--- src/rtl/sdp_ram_pipe_if.sv ---
// sdp_ram_pipe_if: write/read port bundle for sdp_ram_pipe.
//   addra/dina/wea   write port (byte-lane enables)
//   rd_req/addrb     read request and address
//   doutb            read data, valid when doutb_valid is high
//   doutb_valid      one-cycle response strobe
//   collision        response hit a same-cycle write to the same address
//   busy             post-reset clear sequence running
// master: the client driving the RAM; slave: the RAM itself.
interface sdp_ram_pipe_if #(
    parameter int DEPTH     = 8,
    parameter int DATA_SIZE = 32
);
    localparam int AW = (DEPTH > 2) ? $clog2(DEPTH) : 1;

    logic [AW-1:0]          addra;
    logic [DATA_SIZE-1:0]   dina;
    logic [DATA_SIZE/8-1:0] wea;
    logic                   rd_req;
    logic [AW-1:0]          addrb;
    logic [DATA_SIZE-1:0]   doutb;
    logic                   doutb_valid;
    logic                   collision;
    logic                   busy;

    modport master (
        output addra, dina, wea, rd_req, addrb,
        input  doutb, doutb_valid, collision, busy
    );

    modport slave (
        input  addra, dina, wea, rd_req, addrb,
        output doutb, doutb_valid, collision, busy
    );
endinterface

--- src/rtl/sdp_ram_pipe.sv ---
// sdp_ram_pipe: parametrised simple-dual-port RAM, behavioural inference.
// Byte-lane writes, read latency 1 or 2, same-cycle write/read collision
// handling (write-first byte merge or read-first), and a clear sequence
// that zeroes the array after every reset.
// Ports:
//   clk  rising-edge clock
//   rst  asynchronous active-low reset
//   bus  sdp_ram_pipe_if.slave (write port, read port, busy)
//
// state   | meaning
// S_CLEAR | writing zero to mem[cnt], busy=1, client traffic ignored
// S_READY | normal read/write operation
module sdp_ram_pipe #(
    parameter int DEPTH        = 8,
    parameter int DATA_SIZE    = 32,
    parameter int READ_LATENCY = 1,
    parameter int BYPASS       = 1
) (
    input logic          clk,
    input logic          rst,
    sdp_ram_pipe_if.slave bus
);
    localparam int AW = (DEPTH > 2) ? $clog2(DEPTH) : 1;
    localparam int NB = DATA_SIZE / 8;
    localparam logic [AW:0]   DEPTH_W = (AW+1)'(DEPTH);
    localparam logic [AW-1:0] LAST    = AW'(DEPTH - 1);

    typedef enum logic {S_CLEAR, S_READY} state_t;

    state_t state, state_nx;
    logic [AW-1:0] cnt;
    logic          clr_we;
    logic          clr_en;

    logic [DATA_SIZE-1:0] mem [DEPTH];

    logic                 ready, wr_ok, rd_fire, rd_in, coll_hit;
    logic [AW-1:0]        rd_addr;
    logic [DATA_SIZE-1:0] old_word, rd_word;

    logic                 s1_valid, s1_coll;
    logic [DATA_SIZE-1:0] s1_data;

    always_ff @(posedge clk or negedge rst) begin
        if (!rst) begin
            state <= S_CLEAR;
            cnt   <= '0;
        end else begin
            state <= state_nx;
            if (clr_we) cnt <= cnt + 1'b1;
        end
    end

    always_comb begin
        state_nx = state;
        clr_we   = 1'b0;
        case (state)
            S_CLEAR: begin
                clr_we = 1'b1;
                if (cnt == LAST) state_nx = S_READY;
            end
            S_READY: state_nx = S_READY;
        endcase
    end

    // The FSM sits in S_CLEAR while reset is held; keep the array untouched
    // until reset is actually released.
    assign clr_en = clr_we & rst;

    assign ready    = (state == S_READY);
    assign wr_ok    = ready && (bus.wea != '0) && ({1'b0, bus.addra} < DEPTH_W);
    assign rd_fire  = ready && bus.rd_req;
    assign rd_in    = ({1'b0, bus.addrb} < DEPTH_W);
    assign rd_addr  = rd_in ? bus.addrb : '0;
    // wr_ok already bounds addra, so equality implies an in-range read.
    assign coll_hit = rd_fire && wr_ok && (bus.addra == bus.addrb);

    always_ff @(posedge clk) begin
        if (clr_en) begin
            mem[cnt] <= '0;
        end else if (wr_ok) begin
            for (int i = 0; i < NB; i++)
                if (bus.wea[i]) mem[bus.addra][8*i +: 8] <= bus.dina[8*i +: 8];
        end
    end

    always_comb begin
        old_word = mem[rd_addr];
        rd_word  = '0;
        if (rd_in) begin
            for (int i = 0; i < NB; i++)
                rd_word[8*i +: 8] = (BYPASS != 0 && coll_hit && bus.wea[i])
                                    ? bus.dina[8*i +: 8] : old_word[8*i +: 8];
        end
    end

    always_ff @(posedge clk or negedge rst) begin
        if (!rst) begin
            s1_valid <= 1'b0;
            s1_coll  <= 1'b0;
            s1_data  <= '0;
        end else begin
            s1_valid <= rd_fire;
            s1_coll  <= coll_hit;
            if (rd_fire) s1_data <= rd_word;
        end
    end

    generate
        if (READ_LATENCY == 2) begin : g_lat2
            logic                 s2_valid, s2_coll;
            logic [DATA_SIZE-1:0] s2_data;

            always_ff @(posedge clk or negedge rst) begin
                if (!rst) begin
                    s2_valid <= 1'b0;
                    s2_coll  <= 1'b0;
                    s2_data  <= '0;
                end else begin
                    s2_valid <= s1_valid;
                    s2_coll  <= s1_coll;
                    if (s1_valid) s2_data <= s1_data;
                end
            end

            assign bus.doutb       = s2_data;
            assign bus.doutb_valid = s2_valid;
            assign bus.collision   = s2_coll;
        end else begin : g_lat1
            assign bus.doutb       = s1_data;
            assign bus.doutb_valid = s1_valid;
            assign bus.collision   = s1_coll;
        end
    endgenerate

    assign bus.busy = (state == S_CLEAR);
endmodule

--- src/flat_wrapper.sv ---
// flat-port wrapper written by rule: the top's interface ports become plain ports
module sdp_ram_pipe_flat 
#(
    parameter int DEPTH        = 8,
    parameter int DATA_SIZE    = 32,
    parameter int READ_LATENCY = 1,
    parameter int BYPASS       = 1
)
  (clk, rst, bus_addra, bus_dina, bus_wea, bus_rd_req, bus_addrb, bus_doutb, bus_doutb_valid, bus_collision, bus_busy);
  sdp_ram_pipe_if #(.DEPTH(DEPTH), .DATA_SIZE(DATA_SIZE)) bus_i ();
  input logic clk;
  input logic rst;
  input wire logic [$bits(bus_i.addra)-1:0] bus_addra;
  input wire logic [$bits(bus_i.dina)-1:0] bus_dina;
  input wire logic [$bits(bus_i.wea)-1:0] bus_wea;
  input wire logic [$bits(bus_i.rd_req)-1:0] bus_rd_req;
  input wire logic [$bits(bus_i.addrb)-1:0] bus_addrb;
  output wire logic [$bits(bus_i.doutb)-1:0] bus_doutb;
  output wire logic [$bits(bus_i.doutb_valid)-1:0] bus_doutb_valid;
  output wire logic [$bits(bus_i.collision)-1:0] bus_collision;
  output wire logic [$bits(bus_i.busy)-1:0] bus_busy;
  assign bus_i.addra = bus_addra;
  assign bus_i.dina = bus_dina;
  assign bus_i.wea = bus_wea;
  assign bus_i.rd_req = bus_rd_req;
  assign bus_i.addrb = bus_addrb;
  assign bus_doutb = bus_i.doutb;
  assign bus_doutb_valid = bus_i.doutb_valid;
  assign bus_collision = bus_i.collision;
  assign bus_busy = bus_i.busy;
  sdp_ram_pipe #(.DEPTH(DEPTH), .DATA_SIZE(DATA_SIZE), .READ_LATENCY(READ_LATENCY), .BYPASS(BYPASS)) u_core (.clk(clk), .rst(rst), .bus(bus_i));
endmodule
--- config.mk ---
export PLATFORM = sky130hd
export DESIGN_NAME = sdp_ram_pipe_flat
export DESIGN_NICKNAME = d
export VERILOG_FILES = /design/src/rtl/sdp_ram_pipe_if.sv /design/src/rtl/sdp_ram_pipe.sv /design/src/flat_wrapper.sv
export SDC_FILE = /design/constraint.sdc
export NUM_CORES = 1
export LEC_CHECK = 0
export CAP_MARGIN = 20
export CORE_ASPECT_RATIO = 1.2
export CORE_MARGIN = 2
export CORE_UTILIZATION = 45
export DETAILED_ROUTE_END_ITERATION = 10
export SLEW_MARGIN = 30
export SYNTH_ARGS = -nofsm -noshare
export SYNTH_HDL_FRONTEND = slang
export SYNTH_SLANG_ARGS = --single-unit
--- constraint.sdc ---
create_clock -name clk -period 4.6 [get_ports clk]
set_clock_uncertainty 0.05 [all_clocks]
set_input_delay 0.92 -clock clk [delete_from_list [all_inputs] [get_ports clk]]
set_output_delay 0.92 -clock clk [all_outputs]
set_load 0.005 [all_outputs]
==> results.sh <==
export IMPL_cts_inserted_buffers=29
export IMPL_setup_tns_ns=0
export IMPL_dp_final_hpwl_um=18200
export IMPL_timing_hold_worst_start="u_core.bus.doutb[2]"
export IMPL_wl_per_cell_um=23.6
export IMPL_cts_root_to_sink_buffers=3
export IMPL_fin_crit_sh_pct=72.9
export IMPL_cts_hold_fix_buffers=0
export IMPL_boundaryPins=80
export IMPL_ys_seq_elements=294
export IMPL_synth_largest_area_cell="edfxtp_1"
export IMPL_critPathSlowestCell="nor2_1"
export IMPL_numPortBuffers=79
export IMPL_synth_largest_type_area_fraction_pct=62.7
export IMPL_syn_instance_count=723
export IMPL_area_growth_syn_to_layout_pct=17.5
export IMPL_layout_drive_gt1_share_pct=17.5
export IMPL_hold_viol=0
export IMPL_largest_cells_by_area_after_synthesis="edfxtp_1, mux4_2, dfrtp_1, o211ai_1, nand2b_1"
export IMPL_critical_path_endpoint_type="register"
export IMPL_run_status="finished clean"
export IMPL_gpl_final_weighted_congestion=0.869
export IMPL_drt_wl_total_um=27400
export IMPL_clk_latency_ns=0.54
export IMPL_max_cap_viol_count=0
export IMPL_cp_slowest_stage_delay_ns=0.74
export IMPL_comb_power_share_pct=8.4
export IMPL_ctsRootBufferMaster="clkbuf_16"
export IMPL_chipHeight_um=185
export IMPL_clkPwrFrac_pct=41.1
export IMPL_route_detailed_drc=0
export IMPL_core_area_um2=26900
export IMPL_initial_utilization_pct=45.5
export IMPL_commonest_cells_post_synth="edfxtp_1, mux4_2, o211ai_1"
export IMPL_synth_main_ff_cell="edfxtp_1"
export IMPL_tightestPinTransition_ns=0.918
export IMPL_critPathMaxFanout=23
export IMPL_critical_path_cell_chain="clkdlybuf4s50_1 > o41a_2 > mux2i_1 > nand2_1 > nor2_1"
export IMPL_leak_pwr_uw=0.00485
export IMPL_dr_total_vias=6780
export IMPL_rsz0062_at_grt="false"
export IMPL_synth_most_common_cell="edfxtp_1"
export IMPL_setup_violations_final=0
export IMPL_ir_drop_mv=0.272
export IMPL_required_ns=4.71
export IMPL_yosysUniqueCellTypes=35
export IMPL_cts_clk_slew_worst_paths_ns=0.06
export IMPL_worstPathArrival_ns=3.47
export IMPL_detail_route_antenna_nets=0
export IMPL_synth_nets=770
export IMPL_detailed_router_iteration_count_before_antenna_repair=5
export IMPL_crit_path_start_kind="primary input"
export IMPL_synth_area_um2=12300
export IMPL_sequentialPowerShare_pct=50.5
export IMPL_grt_antenna_before_repair=0
export IMPL_worstReg2RegStart="u_core.ready"
export IMPL_cts_setup_buffers=0
export IMPL_slew_limit_headroom_pct=38.6
export IMPL_core_rowCount=66
export IMPL_fmax_ghz=0.298
export IMPL_final_nets=847
export IMPL_first_iter_violations=611
export IMPL_power_switching_fraction_pct=21.3
export IMPL_startpoint="bus_wea[2]"
export IMPL_antennaDiodeCount=0
export IMPL_first_global_vias=7191
export IMPL_cellInternalPower_uw=4730
export IMPL_design_power_total_uw=6000
export IMPL_pin_count_of_the_biggest_net_entering_global_routing=66
export IMPL_slew_viol_final=0
export IMPL_critical_path_class="in2reg"
export IMPL_tritoncts_clock_tree="yes"
export IMPL_power_density_nw_per_um2=417
export IMPL_avgSynthCellArea_um2=17.0
export IMPL_synth_async_reset_ratio_pct=12.9
export IMPL_worstHoldPathType="reg2reg"
export IMPL_post_route_min_period_ns=3.35
export IMPL_cts_resized=0
export IMPL_ys_seq_area_share_pct=70.5
export IMPL_cts_sinks=294
export IMPL_floorplan_die_area_um2=28600
export IMPL_viasPerCell=5.83
export IMPL_grt_first_pass_wirelength_um=42200
export IMPL_grt_usage_pct=19.5
export IMPL_die_width_um=155
export IMPL_grt_overflow=0
export IMPL_switchingPower_uw=1280
export IMPL_ctsHtreeMaxLevel=1
export IMPL_yosys_warnings=0
export IMPL_post_synth_edffs=256
-- flip-flops by register name, indices dropped and copies added (netlist names) --
register / count
u_core.cnt: 3
u_core.ready: 1
u_core.bus.collision: 1
u_core.bus.doutb_valid: 1
u_core.bus.doutb: 32
u_core.mem: 256
-- worst max-delay path, delay by kind of cell --
kind,cells,cell delay [ns]
AOI/OAI and AO/OA,1,0.71
and+or+nand+nor,2,0.98
buffers and inverters,1,0.42
muxes,1,0.40
-- layout make-up --
class	instances	area [um^2]
timing repair buffer	97	933
multi-input combinational	376	3390
fill	2164	12500
tap	340	425
clock inverter	18	246
sequential	294	8640
clock buffer	35	758
inverter	2	10.0
-- routing by layer --
layer,global-route usage (%),wire length (um)
met1,25.8,11300
met2,34.1,14100
met3,2.41,1350
met4,5.89,675
met5,0,0
-- power by group through the flow --
stage	registers, uW	logic (uW)	clock network, uW
2_1_floorplan	3070	274	0
3_3_place_gp	3090	492	0
3_5_place_dp	3090	507	0
4_1_cts	3030	508	2510
5_1_grt	3040	547	2620
6_report	3030	502	2470
-- worst paths after layout --
path	endpoint	cells past startpoint	slack (ns)
setup / recovery	u_core.mem[1][4]	5	1.25
hold / removal	u_core.bus.doutb[2]	2	0.48
setup reg to reg	u_core.mem[1][4]	4	1.53
hold reg to reg	u_core.bus.doutb[2]	2	0.48
max in group asynchronous	u_core.bus.doutb[3]	2	3.65
min in group asynchronous	u_core.bus.doutb[17]	2	0.49
-- placed cells by master (no fill, tap or decap), types with 3 or more instances in the layout --
master / n
and3_1: 36
clkinv_1: 3
buf_2: 3
mux4_2: 64
edfxtp_1: 256
nand4_1: 33
nand2_1: 43
buf_4: 17
clkdlybuf4s50_1: 75
dfrtp_1: 38
nor3_2: 4
o211ai_1: 64
o21ai_0: 3
clkinv_2: 6
bufinv_16: 6
a21oi_1: 4
clkbuf_16: 29
nor2_1: 33
clkbuf_1: 5
and2_1: 32
nand2b_1: 38
-- through the flow --
step | setup WS (ns) | util (%) | hold WS [ns] | cells | instance area (um^2)
global route | 1.15 | 53.5 | 0.505 | 1162 | 14400
CTS | 1.28 | 53.5 | 0.487 | 1162 | 14400
floorplan | 1.58 | - | 0.441 | 723 | 12300
global placement | 0.879 | 49.8 | 0.470 | 1109 | 13400
finish | 1.25 | 53.5 | 0.481 | 1162 | 14400
detailed placement | 0.721 | 49.8 | 0.476 | 1109 | 13400
-- logic make-up (layout without fill, tap and decap cells) --
family,after synthesis,in the layout,synth area share [%]
flops,294,294,70.5
compound gates,75,75,4.49
xor+xnor,5,5,0.572
simple gates,225,225,10.1
mux,69,69,12.2
fa+ha+maj,2,2,0.204
buf+inv,53,152,2.00
Note: power is estimated with default switching activity, not from simulation.
